<file path="src/rtl/rvh_pmp_chk_arb.sv">
// Round-robin arbiter for the shared PMP check port. It holds off checks while PMP CSR writes settle.
// Define RVH_PMP_ARB_FIXED_PRIO_EN to replace round-robin with fixed priority, where the lowest index wins.
module rvh_pmp_chk_arb #(
  parameter int REQ_COUNT    = 3,
  parameter int FENCE_CYCLES = 1,
  parameter int PADDR_WIDTH  = 56
) (
  input  logic                             clk,
  input  logic                             rstn,
  input  logic [REQ_COUNT-1:0]             req_vld_i,
  output logic [REQ_COUNT-1:0]             req_rdy_o,
  input  logic [REQ_COUNT*PADDR_WIDTH-1:0] req_paddr_i,
  input  logic [REQ_COUNT*2-1:0]           req_access_type_i,
  input  logic [REQ_COUNT*2-1:0]           req_priv_lvl_i,
  input  logic                             csr_pmp_wr_i,
  output logic                             pmp_check_vld_o,
  output logic [PADDR_WIDTH-1:0]           pmp_check_paddr_o,
  output logic [1:0]                       pmp_check_access_type_o,
  output logic [1:0]                       pmp_priv_lvl_o,
  input  logic                             pmp_check_fail_i,
  output logic [REQ_COUNT-1:0]             resp_vld_o,
  output logic                             resp_fail_o
);

  localparam int PTR_W = $clog2(REQ_COUNT);
  localparam int CNT_W = (FENCE_CYCLES > 0) ? $clog2(FENCE_CYCLES + 1) : 1;
  localparam logic [CNT_W-1:0] CNT_LOAD = CNT_W'(FENCE_CYCLES);
  localparam logic [PTR_W:0]   REQ_NUM  = (PTR_W + 1)'(REQ_COUNT);

  typedef enum logic {ST_RUN, ST_BLOCK} state_t;

  state_t           state, state_nxt;
  logic [CNT_W-1:0] cnt, cnt_nxt;
  logic             grant_en;
  logic             grant;
  logic [PTR_W-1:0] ptr;
  logic [PTR_W-1:0] win;
  logic             win_found;
  logic [PTR_W:0]   search_idx;

  always_ff @(posedge clk or negedge rstn) begin
    if (!rstn) begin
      state <= ST_RUN;
      cnt   <= '0;
    end else begin
      state <= state_nxt;
      cnt   <= cnt_nxt;
    end
  end

  always_comb begin
    state_nxt = state;
    cnt_nxt   = cnt;
    case (state)
      ST_RUN: begin
        if (csr_pmp_wr_i && (FENCE_CYCLES > 0)) begin
          state_nxt = ST_BLOCK;
          cnt_nxt   = CNT_LOAD;
        end
      end
      ST_BLOCK: begin
        if (csr_pmp_wr_i) begin
          cnt_nxt = CNT_LOAD;
        end else begin
          cnt_nxt = cnt - 1'b1;
          if (cnt <= CNT_W'(1)) state_nxt = ST_RUN;
        end
      end
      default: begin
        state_nxt = ST_RUN;
        cnt_nxt   = '0;
      end
    endcase
  end

  // The write cycle itself never grants, so the new PMP config is never checked half-written.
  always_comb begin
    grant_en = rstn && (state == ST_RUN) && !csr_pmp_wr_i;
  end

  always_comb begin
    win        = '0;
    win_found  = 1'b0;
    search_idx = '0;
    for (int k = 0; k < REQ_COUNT; k++) begin
      search_idx = {1'b0, ptr} + (PTR_W + 1)'(k);
      if (search_idx >= REQ_NUM) search_idx = search_idx - REQ_NUM;
      if (!win_found && req_vld_i[search_idx[PTR_W-1:0]]) begin
        win_found = 1'b1;
        win       = search_idx[PTR_W-1:0];
      end
    end
  end

  assign grant = grant_en && win_found;

  always_comb begin
    req_rdy_o               = '0;
    pmp_check_vld_o         = 1'b0;
    pmp_check_paddr_o       = '0;
    pmp_check_access_type_o = '0;
    pmp_priv_lvl_o          = '0;
    if (grant) begin
      req_rdy_o[win]          = 1'b1;
      pmp_check_vld_o         = 1'b1;
      pmp_check_paddr_o       = req_paddr_i[int'(win)*PADDR_WIDTH +: PADDR_WIDTH];
      pmp_check_access_type_o = req_access_type_i[int'(win)*2 +: 2];
      pmp_priv_lvl_o          = req_priv_lvl_i[int'(win)*2 +: 2];
    end
  end

`ifdef RVH_PMP_ARB_FIXED_PRIO_EN
  assign ptr = '0;
`else
  always_ff @(posedge clk or negedge rstn) begin
    if (!rstn) begin
      ptr <= '0;
    end else if (grant) begin
      ptr <= (win == PTR_W'(REQ_COUNT - 1)) ? '0 : win + 1'b1;
    end
  end
`endif

  // The response cannot be back-pressured. The PMP result is captured in the grant cycle.
  always_ff @(posedge clk or negedge rstn) begin
    if (!rstn) begin
      resp_vld_o  <= '0;
      resp_fail_o <= 1'b0;
    end else begin
      resp_vld_o  <= grant ? req_rdy_o : '0;
      resp_fail_o <= grant && pmp_check_fail_i;
    end
  end

endmodule

</file>
<file path="config.mk">
export PLATFORM = sky130hd
export DESIGN_NAME = rvh_pmp_chk_arb
export DESIGN_NICKNAME = d
export VERILOG_FILES = /design/src/rtl/rvh_pmp_chk_arb.sv
export SDC_FILE = /design/constraint.sdc
export NUM_CORES = 1
export LEC_CHECK = 0
export BUFFER_PORTS_ARGS = -buffer_cell sky130_fd_sc_hd__buf_4
export CAP_MARGIN = 20
export CORE_AREA = 4 4 98 100
export DETAILED_ROUTE_END_ITERATION = 16
export DIE_AREA = 0 0 102 104
export GPL_ROUTABILITY_DRIVEN = 0
export PLACE_DENSITY = 0.67
export SYNTH_ARGS = -nofsm -noshare
export SYNTH_HDL_FRONTEND = slang
export SYNTH_SLANG_ARGS = --single-unit
</file>
<file path="constraint.sdc">
create_clock -name clk -period 2.8 [get_ports clk]
set_input_delay 0.14 -clock clk [delete_from_list [all_inputs] [get_ports clk]]
set_output_delay 0.14 -clock clk [all_outputs]
set_load 0.05 [all_outputs]
</file>
=== After elaboration in Yosys (flattened, before gate mapping) ===
Cells that the tools add are included.

* Bits in registers: 8
* Bits in latches: 0
* Memory bits (writable): 0
* ROM bits: 0
* Input bits: 187
* Output and inout port bits: 68
* Memories: 0

* Add/subtract/negate cells: 7
* Multipliers: 1
* Divide/modulo/power cells: 0
* $lt $le $gt $ge: 9
* Eq/ne operators: 2
* Shifts and indexed selects: 3
* Mux-type cells: 31
* Bitwise gates (word level): 1
* Reduce and logical (&&, ||, !) cells: 10

{| class="wikitable"
|+ Operators by type and width
! operator !! number
|-
| 168-bit by 9-bit variable part select with 56-bit output || 1
|-
| 56-bit 2-to-1 mux || 1
|-
| 2-bit 2-to-1 mux || 9
|-
| 1-bit 2-to-1 mux || 13
|-
| 2-bit by 3-bit < comparator with 1-bit output, second input constant || 4
|-
| 6-bit by 4-bit variable part select with 2-bit output || 2
|-
| 1-bit logical AND || 7
|-
| 1-bit binary-select mux with 2-bit select || 3
|-
| 3-bit by 2-bit greater-or-equal comparator with 1-bit output, second input constant || 2
|-
| 3-bit 2-to-1 mux || 2
|-
| 2-bit subtractor, second input constant || 3
|-
| 2-bit by 3-bit multiplier with 5-bit output, second input constant || 1
|-
| 1-bit case mux with 2 select lines || 2
|-
| 2-bit by 1-bit adder with 3-bit output, second input constant || 1
|-
| 2-bit by 2-bit adder with 3-bit output, second input constant || 1
|-
| 1-bit logical NOT || 3
|-
| 2-bit by 1-bit adder with 2-bit output, second input constant || 1
|-
| 1-bit demux with 2-bit select || 1
|-
| 2-bit equality test, second input constant || 1
|-
| 2-bit by 1-bit greater-or-equal comparator with 1-bit output, second input constant || 1
|-
| 2-bit greater-or-equal comparator, second input constant || 1
|-
| 2-bit inequality test, second input constant || 1
|-
| 1-bit less-or-equal comparator, second input constant || 1
|-
| 1-bit NOT || 1
|-
| 1-bit subtractor, second input constant || 1
|}

=== Longest topological paths before layout ===
Gate-level depths: netlist of run 1.

* Depth in word-level cells: 17
* Depth in mapped cells: 11
* Mapped depth without buffers: 7

=== Least setup slack after synthesis of run 1 ===
Ideal clock, no wire load.

* Path type: register -> output
* From: register ptr[0]
* To: output pmp_check_paddr_o[55]
* Arrival time: 3.114 ns
* Slack: -0.454 ns
* Stages on the path, launching flop included: 11
* Cell sequence: dfrtp_1 > inv_1 > ha_1 > buf_2 > nor3b_1 > o21ai_0 > a311o_1 > buf_2 > and2_4 > buf_6 > a311oi_1

* Word-level cells in the longest chain between the ends: 14
* Elaborated cells between the ends (all ways): 31
* Classes of those cells: add/sub: 5; mul: 1; order compare: 3; shift: 1; mux: 16; reduce/logical: 5

{| class="wikitable"
|+ RTL lines
! item !! line !! RTL
|-
| from (decl) || 36 || <nowiki>logic [PTR_W-1:0] ptr;</nowiki>
|-
| from (signal assigned) || 119 || <nowiki>ptr <= (win == PTR_W'(REQ_COUNT - 1)) ? '0 : win + 1'b1;</nowiki>
|-
| branches (longest 13 deep; another with 2-bit by 3-bit multiplier with 5-bit output) || -- ||
|-
| 56-bit 2-to-1 mux (*) || 103 || <nowiki>if (grant) begin</nowiki>
|-
| to (decl) || 17 || <nowiki>output logic [PADDR_WIDTH-1:0] pmp_check_paddr_o,</nowiki>
|}

Mark *: on every way between the ends. The select of a mux whose other input is x is not followed.

=== Final worst setup path of run 1 ===
* From: register ptr[0]
* To: output pmp_check_paddr_o[51]

Same word-level chain as after synthesis.

==> results_dict.tcl, run 1 <==
set metrics [dict create \
    drive_above_1_share_pct 62.2 \
    final_hold_viol_count 0 \
    vias 3779 \
    ys_seq_area_share_pct 7.24 \
    initial_core_util_pct 27.9 \
    synth_area_um2 2420 \
    grt_usage_pct 21.1 \
    finalCritPeriodShare_pct 98.9 \
    end_kind "output port" \
    r2r_cells 8 \
    relSlewSlack_pct 67.7 \
    required_ns 2.66 \
    die_y_um 104 \
    drtAntennaViolNets 0 \
    register_area_um2 176 \
    io_buffers 254 \
    synth_cells 341 \
    intPower_mw 1.71 \
    coreArea_um2 8680 \
    grt_start_max_net_pins 62 \
    path_clk_slew_ns 0.04 \
    drc 0 \
    p_leak_nw 2.26 \
    hold_class "in -> reg" \
    period_minus_slack_ns 2.77 \
    yosysWarnings 0 \
    drtIter0Drc 121 \
    synth-edff-count 0 \
    wl_per_cell_um 18.4 \
    cts-root-buf "clkbuf_8" \
    net-switching-power_mw 2.40 \
    cap_violations 0 \
    power_frac_seq_pct 3.3 \
    clockBufferDepth 2 \
    vdd_drop_max_mv 0.453 \
    ys_ff_latch 7 \
    tightest_slew_ns 0.484 \
    grt_util_met1_pct 24.9 \
    crit_fanout 24 \
    cts_tree "yes" \
    dpl.cell_count 677 \
    antenna_found_initial 0 \
    h-tree-depth 1 \
    dr.pass1.iters 4 \
    busiest_layer "met2" \
    die_w_um 102 \
    grt_pass1_wl_um 18600 \
    outcome "completed" \
    area_growth_pct 108 \
    routed_wirelength_um 12800 \
    rows 34 \
    min_path_cells 1 \
    boundaryPins 255 \
    pwr-share-clk_pct 3.5 \
    power.total_mw 4.11 \
    dpl.hpwl_um 9490 \
    multi_input_area_um2 2240 \
    met3_usage_pct 4.83 \
    num-fill-cells 813 \
    grt_overflow 0 \
    clk_latency_ns 0.22 \
    cts_buffers 3 \
    synth_area_per_cell_um2 7.10 \
    path_class "reg -> out" \
    swShare_pct 58.5 \
    clock_sinks 7 \
    ys.flop_type "dfrtp_1" \
    fin_skew_ns 0.000426 \
    arrival_ns 2.63 \
    p_per_area_nw_per_um2 818 \
    synth_cell_types 32 \
    grt_use_met2_pct 38.0 \
    layoutNonFillerInstCount 695 \
    antenna_cells 0 \
    setup_viol_count_final 0 \
    routed_via_density 5.44 \
    die_area_um2 10600 \
    grt_pass1_vias 3726 \
    fmax_mhz 361 \
    worst_setup_path_start_kind "flip-flop" \
    drv_slew 0 \
    nets 779 \
    p_comb_share_pct 93.2 \
    synth_fp_nets 532 \
    rsz0062_at_grt "yes" \
    synth-async-reset-ratio_pct 100 \
]
-- sequential cells by signal (all words and copies together) (netlist names) --
signal,flops
ptr,2
resp_fail_o,1
state,1
resp_vld_o,3
-- critical path, stage by stage (launching register included) --
cell and delay, ns:
dfrtp_1 0.39, inv_1 0.12, ha_4 0.24, clkbuf_2 0.15
o21a_1 0.20, a311o_2 0.41, and2_4 0.21, buf_12 0.19
a311oi_4 0.29, buf_6 0.20
-- metrics by stage --
step | util, % | setup TNS [ns] | area, um^2 | hold slack (ns) | setup slack [ns]
after global placement | 51.5 | 0 | 4470 | -0.0379 | 0.129
after global routing | 57.9 | -1.25 | 5030 | 0.0281 | -0.0948
after detailed placement | 51.5 | 0 | 4470 | -0.0364 | 0.0505
after CTS | 53.3 | -0.00152 | 4620 | 0.0263 | -0.00152
after floorplan | - | -7.09 | 2440 | -0.156 | -0.120
final | 57.9 | 0 | 5030 | 0.0338 | 0.0322
-- placed cells by master (no fill, tap or decap), types with 3 or more instances in the layout --
cell type,count
a311oi_2,48
nand2_1,123
buf_6,32
a311oi_4,12
mux2i_1,5
o21ai_0,4
a21oi_1,60
nand3b_1,3
buf_12,9
clkbuf_8,3
dfrtp_1,6
buf_4,239
-- layer usage --
layer | share of wire (%) | up-vias | routed length, um
met3 | 8.2 | 30 | 1050
li1 | - | 1761 | -
met4 | 2.3 | 0 | 298
met5 | 0 | - | 0
met2 | 53 | 199 | 6770
met1 | 37 | 1789 | 4690
-- cells in the mapped netlist (2+ instances only) --
library cell,instances,share of area [%]
nand3b_1,3,0.93
nand2b_1,2,0.52
ha_1,4,2.1
clkbuf_1,22,3.4
mux2i_1,5,2.1
nor2b_1,2,0.52
nor3_1,2,0.41
nor3b_1,3,0.93
buf_2,14,2.9
o21ai_0,4,0.83
inv_1,3,0.47
a21oi_1,60,12
buf_6,7,3.3
nand2_1,124,19
dfrtp_1,7,7.2
a311oi_2,59,37
o31ai_1,3,0.93
nor2_1,3,0.47
-- kinds of logic (layout without fill, tap and decap cells) --
kind of cell             after synthesis  in the layout  share of synthesized area, %
buffers and inverters                 47            293                          10.2
adder cells (fa/ha/maj)                4              4                          2.07
multiplexers                           5              5                          2.07
AND/OR/NAND/NOR                      144            144                          24.5
AO/OA/AOI/OAI                        134            134                          53.9
flip-flops                             7              7                          7.24
-- final cells by class --
type / count / area share [%]
Timing Repair Buffer: 285 / 48.0
Clock buffer: 4 / 0.896
Inverter: 4 / 0.299
Multi-Input combinational cell: 287 / 44.6
Sequential cell: 7 / 3.51
Tap cell: 108 / 2.69
-- final timing paths --
check	start	endpoint	slack, ns
max	ptr[0]	pmp_check_paddr_o[51]	0.03
min	csr_pmp_wr_i	state	0.03
max reg2reg	ptr[0]	resp_fail_o	0.53
min reg2reg	ptr[1]	ptr[1]	0.57
max in group asynchronous	rstn	ptr[1]	2.39
min in group asynchronous	rstn	state	0.27
-- power groups by stage --
| stage | Combinational, mW | Sequential, mW | Clock (mW) |
|---|---|---|---|
| finish | 3.83 | 0.136 | 0.143 |
| global route | 4.08 | 0.137 | 0.153 |
| CTS | 3.33 | 0.131 | 0.148 |
| detailed placement | 3.19 | 0.132 | 0 |
| global placement | 3.15 | 0.130 | 0 |
| floorplan | 2.27 | 0.157 | 0 |
-- repair_timing --
item / 4_1_cts / 5_1_grt
setup buffers: 3 / 8
endpoints found under the hold margin: 7 / 0
hold buffers: 1 / 0
resized for setup: 14 / 54
endpoints found under the setup margin: 60 / 64
pin swaps: 1 / 7
cloned: 0 / 2
(Power assumes the default switching activity.)
==> run 2, diff against run 1 <==
- PLACE_DENSITY: 0.67 -> 0.77
==> run 2 against run 1 <==
The run now ends with negative setup slack left. Worst setup slack worse by 0.072 ns. Combinational power up 5.7%. Die area unchanged. Final area up 3.6%. Global-route usage up 1.3 points. Final cell count down 0.14%. Hold slack worse by 0.0027 ns. Fmax down 2.5%. Clock power about the same. Non-clock buffer count down 3. First-iteration DRC count up 26%. Total power up 5.2%. Critical path type unchanged. Critical endpoint is now pmp_check_paddr_o[16].
==> results_dict.tcl, run 2 (synthesis results as in run 1) <==
set metrics [dict create \
    outcome "finished, violations left" \
    violations "negative setup slack" \
    crit_fanout 7 \
    antenna_cells 0 \
    vias 3783 \
    vdd_drop_max_mv 0.486 \
    cp_slowest_cell "a311o_2" \
    required_ns 2.66 \
    drc 0 \
    end_kind "output port" \
    drtIter0Drc 153 \
    finalSetupTns_ns -0.161 \
    path_cells "inv_2, ha_4, mux2i_4, mux2i_2, a311o_2, and2_4, clkbuf_16, a311oi_2, buf_6" \
    relSlewSlack_pct 66.9 \
    largest_reg_flops 3 \
    die_area_um2 10600 \
    register_area_um2 175 \
    antenna_found_initial 0 \
    p_leak_nw 2.29 \
    grt_usage_pct 22.5 \
    arrival_ns 2.70 \
    drive_above_1_share_pct 64.2 \
    tightest_slew_ns 0.491 \
    reg2reg_from "ptr[1]" \
    cts-root-buf "clkbuf_8" \
    cp_slowest_stage_delay_ns 0.44 \
    drv_slew 0 \
    clockBufferDepth 2 \
    initial_core_util_pct 27.9 \
    boundaryPins 255 \
    path_class "reg -> out" \
    dp_slack_ns 0.0208 \
    r2r_cells 7 \
    hold_class "in -> reg" \
    cts_buffers 3 \
    num-fill-cells 724 \
    min_from "csr_pmp_wr_i" \
    cts_tree "yes" \
    wl_per_cell_um 19.2 \
    fmax_mhz 352 \
    finalCritPeriodShare_pct 101 \
    whs_ns 0.0311 \
    routed_via_density 5.45 \
    fin_skew_ns 0.00362 \
    layout_common_cells "215 x buf_4, 124 x nand2_1, 51 x buf_6" \
    regMostFlops "resp_vld_o" \
    worst_setup_path_start_kind "flip-flop" \
    clk_latency_ns 0.23 \
    period_minus_slack_ns 2.84 \
    min_path_cells 1 \
    finalWorstSetupSlack_ns -0.0395 \
    dpl.hpwl_um 9380 \
    grt_pass1_vias 4008 \
    grt_overflow 0 \
    hold_end "state" \
    worstReg2RegEnd "ptr[0]" \
    h-tree-depth 1 \
    io_buffers 254 \
    coreArea_um2 8680 \
    final_hold_viol_count 0 \
    nets 778 \
    mostFrequentLayoutCell "buf_4" \
    reg.largest.list "resp_vld_o (3), ptr (2)" \
    p_per_area_nw_per_um2 830 \
    rsz0062_at_grt "yes" \
    die_y_um 104 \
    clock_sinks 7 \
    area_growth_pct 115 \
    path_clk_slew_ns 0.04 \
    drtAntennaViolNets 0 \
    multi_input_area_um2 2330 \
    grt_pass1_wl_um 19500 \
    grt_start_max_net_pins 36 \
    rows 34 \
    dr.pass1.iters 5 \
    crit_start "ptr[1]" \
    rrSetupSlack_ns 0.48 \
    setup_viol_count_final 12 \
    routed_wirelength_um 13400 \
    die_w_um 102 \
    cap_violations 0 \
]
run 2: critical path: cells and delay by family (launching register included):
kind	cells	cell delay, ns
DFF	1	0.43
AOI/OAI and AO/OA	2	0.69
buffers and inverters	3	0.51
and+or+nand+nor	1	0.25
adders and majority gates	1	0.22
muxes	2	0.36
run 2: layer usage:
layer	vias to the layer above	GRT usage (%)	part of all wire, %
li1	1763	-	-
met1	1809	24.1	35
met2	181	42.5	54
met3	30	5.50	8.4
met4	0	6.37	2.4
met5	-	0	0
run 2: how the worst max path moves through the flow:
stage / slack (ns) / to / cells after the start
after floorplan: -0.12 / pmp_check_access_type_o[1] / 11
after global placement: 0.08 / pmp_check_paddr_o[54] / 9
after detailed placement: 0.02 / pmp_check_paddr_o[54] / 9
after CTS: -0.03 / pmp_check_paddr_o[27] / 9
after global routing: -0.13 / pmp_check_paddr_o[10] / 9
final: -0.04 / pmp_check_paddr_o[16] / 9
run 2: power by group:
group	switching, mW	total [mW]	internal (mW)	leakage, nW
sequential	0.0133	0.133	0.120	0.0926
combinational	2.45	4.05	1.60	2.18
clock	0.0471	0.144	0.0966	0.0255
run 2: per-stage QoR:
stage	util, %	power, mW	instance area, um^2	std cells
finish	60.0	4.33	5210	694
CTS	55.5	3.86	4810	687
global placement	52.0	3.34	4510	676
detailed placement	52.0	3.41	4510	676
global route	60.0	4.60	5210	694
floorplan	-	2.43	2440	341
run 2: layout make-up:
type | count | share of cell area, %
well taps | 108 | 2.59
clock inverters | 1 | 0.0961
multi-input cells | 289 | 44.7
flip-flops and latches | 7 | 3.36
repair buffers | 282 | 48.2
clock buffers | 3 | 0.793
inverters | 4 | 0.288
run 2: repair_timing:
item                                    4_1_cts  5_1_grt
pin swaps                                     3        9
gates resized for setup                      43       50
hold endpoints to repair                      7        0
hold buffers                                  1        0
gates cloned                                  3        2
endpoints found under the setup margin       61       63
buffers inserted                              3        5
==> run 3, diff against run 2 <==
- CTS_BUF_LIST: default -> sky130_fd_sc_hd__clkbuf_16
==> run 3 against run 2 <==
The run now ends clean. Global-route usage about the same. Register-to-register slack improved by 0.04 ns. Clock power increased by 72%. Final cell count fell by 0.14%. Critical path depth unchanged. Clock skew down 0.00072 ns. Largest cell class unchanged. Largest power group unchanged.
==> results_dict.tcl, run 3 (synthesis results as in run 1) <==
set metrics [dict create \
    outcome "completed" \
    fin_skew_ns 0.00291 \
    coreArea_um2 8680 \
    crit_start "ptr[1]" \
    rows 34 \
    swShare_pct 57.4 \
    regMostFlops "resp_vld_o" \
    p_comb_share_pct 91.0 \
    vias 3775 \
    net-switching-power_mw 2.45 \
    path_class "reg -> out" \
    whs_ns 0.0247 \
    dpl.cell_count 676 \
    wl_per_cell_um 18.8 \
    grt_overflow 0 \
    die_w_um 102 \
    area_growth_pct 113 \
    intPower_mw 1.82 \
    finalSetupTns_ns 0 \
    h-tree-depth 1 \
    nets 777 \
    setup_viol_count_final 0 \
    rsz0062_at_grt "yes" \
    worst_setup_path_start_kind "flip-flop" \
    grt_pass1_wl_um 19500 \
    num-fill-cells 737 \
    routed_wirelength_um 13000 \
    drtAntennaViolNets 0 \
    antenna_found_initial 0 \
    io_buffers 254 \
    cap_violations 0 \
    initial_core_util_pct 27.9 \
    layout_common_cells "215 x buf_4, 124 x nand2_1, 60 x a21oi_1" \
    mostFrequentLayoutCell "buf_4" \
    end_kind "output port" \
    cts-root-buf "clkbuf_16" \
    tightest_slew_ns 0.497 \
    relSlewSlack_pct 66.5 \
    p_leak_nw 2.29 \
    vdd_drop_max_mv 0.475 \
    grt_usage_pct 22.5 \
    die_y_um 104 \
    dp_slack_ns 0.0208 \
    finalWorstSetupSlack_ns 0.00510 \
    drive_above_1_share_pct 62.7 \
    reg.largest.list "resp_vld_o (3), ptr (2)" \
    dpl.hpwl_um 9380 \
    min_from "csr_pmp_wr_i" \
    die_area_um2 10600 \
    min_path_cells 1 \
    largest_reg_flops 3 \
    p_per_area_nw_per_um2 829 \
    grt_pass1_vias 3980 \
    hold_end "state" \
    worstReg2RegEnd "ptr[0]" \
    clockBufferDepth 2 \
    drv_slew 0 \
    fmax_mhz 358 \
    hold_class "in -> reg" \
    reg2reg_from "ptr[1]" \
    cts_tree "yes" \
    finalCritPeriodShare_pct 99.8 \
    crit_fanout 7 \
    pwr-share-clk_pct 5.8 \
    boundaryPins 255 \
    final_hold_viol_count 0 \
    clk_latency_ns 0.23 \
    arrival_ns 2.65 \
    grt_start_max_net_pins 62 \
    routed_via_density 5.45 \
    period_minus_slack_ns 2.79 \
    r2r_cells 7 \
    path_clk_slew_ns 0.04 \
    drc 0 \
    clock_sinks 7 \
    drtIter0Drc 176 \
    dr.pass1.iters 5 \
    layoutNonFillerInstCount 693 \
    rrSetupSlack_ns 0.52 \
    required_ns 2.66 \
    power_frac_seq_pct 3.2 \
    cts_buffers 3 \
    power.total_mw 4.27 \
    antenna_cells 0 \
]
-- run 3: cell count changes in the layout (fill, tap and decap cells not counted), sizes merged --
| cell | previous run | this run |
|---|---|---|
| buf | 279 | 278 |
-- run 3: final cells by class --
cell class / count / area, um^2 / area share (%)
clock buffer: 3 / 75.1 / 1.46
timing repair buffer: 281 / 2470 / 48.0
clock inverter: 1 / 5.00 / 0.0972
multi-input combinational: 289 / 2270 / 44.0
tap: 108 / 135 / 2.62
sequential: 7 / 176 / 3.42
inverter: 4 / 17.5 / 0.340
-- run 3: power groups by stage --
| stage | combinational [mW] | clock, mW | sequential (mW) |
|---|---|---|---|
| floorplan | 2.27 | 0 | 0.157 |
| global placement | 3.21 | 0 | 0.131 |
| detailed placement | 3.28 | 0 | 0.132 |
| CTS | 3.52 | 0.250 | 0.133 |
| global route | 4.15 | 0.261 | 0.137 |
| finish | 3.89 | 0.247 | 0.136 |
-- run 3: worst max-delay path, cell delays in order (launching register included) --
cell,delay [ns]
dfrtp_2,0.45
inv_4,0.09
ha_4,0.18
mux2i_4,0.25
mux2i_2,0.11
a311o_2,0.44
and2_4,0.25
clkbuf_16,0.18
a311oi_2,0.25
buf_6,0.21
-- run 3: how the worst max path moves through the flow --
stage	end	depth (start not counted)	slack, ns
4_1_cts	pmp_check_paddr_o[27]	9	0.008
6_report	pmp_check_paddr_o[16]	9	0.005
2_1_floorplan	pmp_check_access_type_o[1]	11	-0.12
3_3_place_gp	pmp_check_paddr_o[54]	9	0.08
3_5_place_dp	pmp_check_paddr_o[54]	9	0.02
5_1_grt	pmp_check_paddr_o[16]	9	-0.09
-- run 3: per-stage QoR --
stage	utilization, %	instance area (um^2)
final	59.4	5150
after global routing	59.4	5150
after CTS	55.9	4850
after detailed placement	52.0	4510
after global placement	52.0	4510
after floorplan	-	2440
-- run 3: repair_timing --
action,in CTS,in global routing
buffers inserted,3,5
hold endpoints to repair,7,0
gates resized for setup,49,37
hold buffers,1,0
cloned,2,2
setup endpoints to repair,61,63
pin swaps,3,3
-- run 3: routing by layer --
| metal | part of all wire [%] | track usage, % | routed length (um) |
|---|---|---|---|
| met1 | 35 | 24.4 | 4620 |
| met2 | 53 | 41.4 | 6880 |
| met3 | 8.3 | 5.84 | 1070 |
| met4 | 3.4 | 7.22 | 437 |
| met5 | 0 | 0 | 0 |
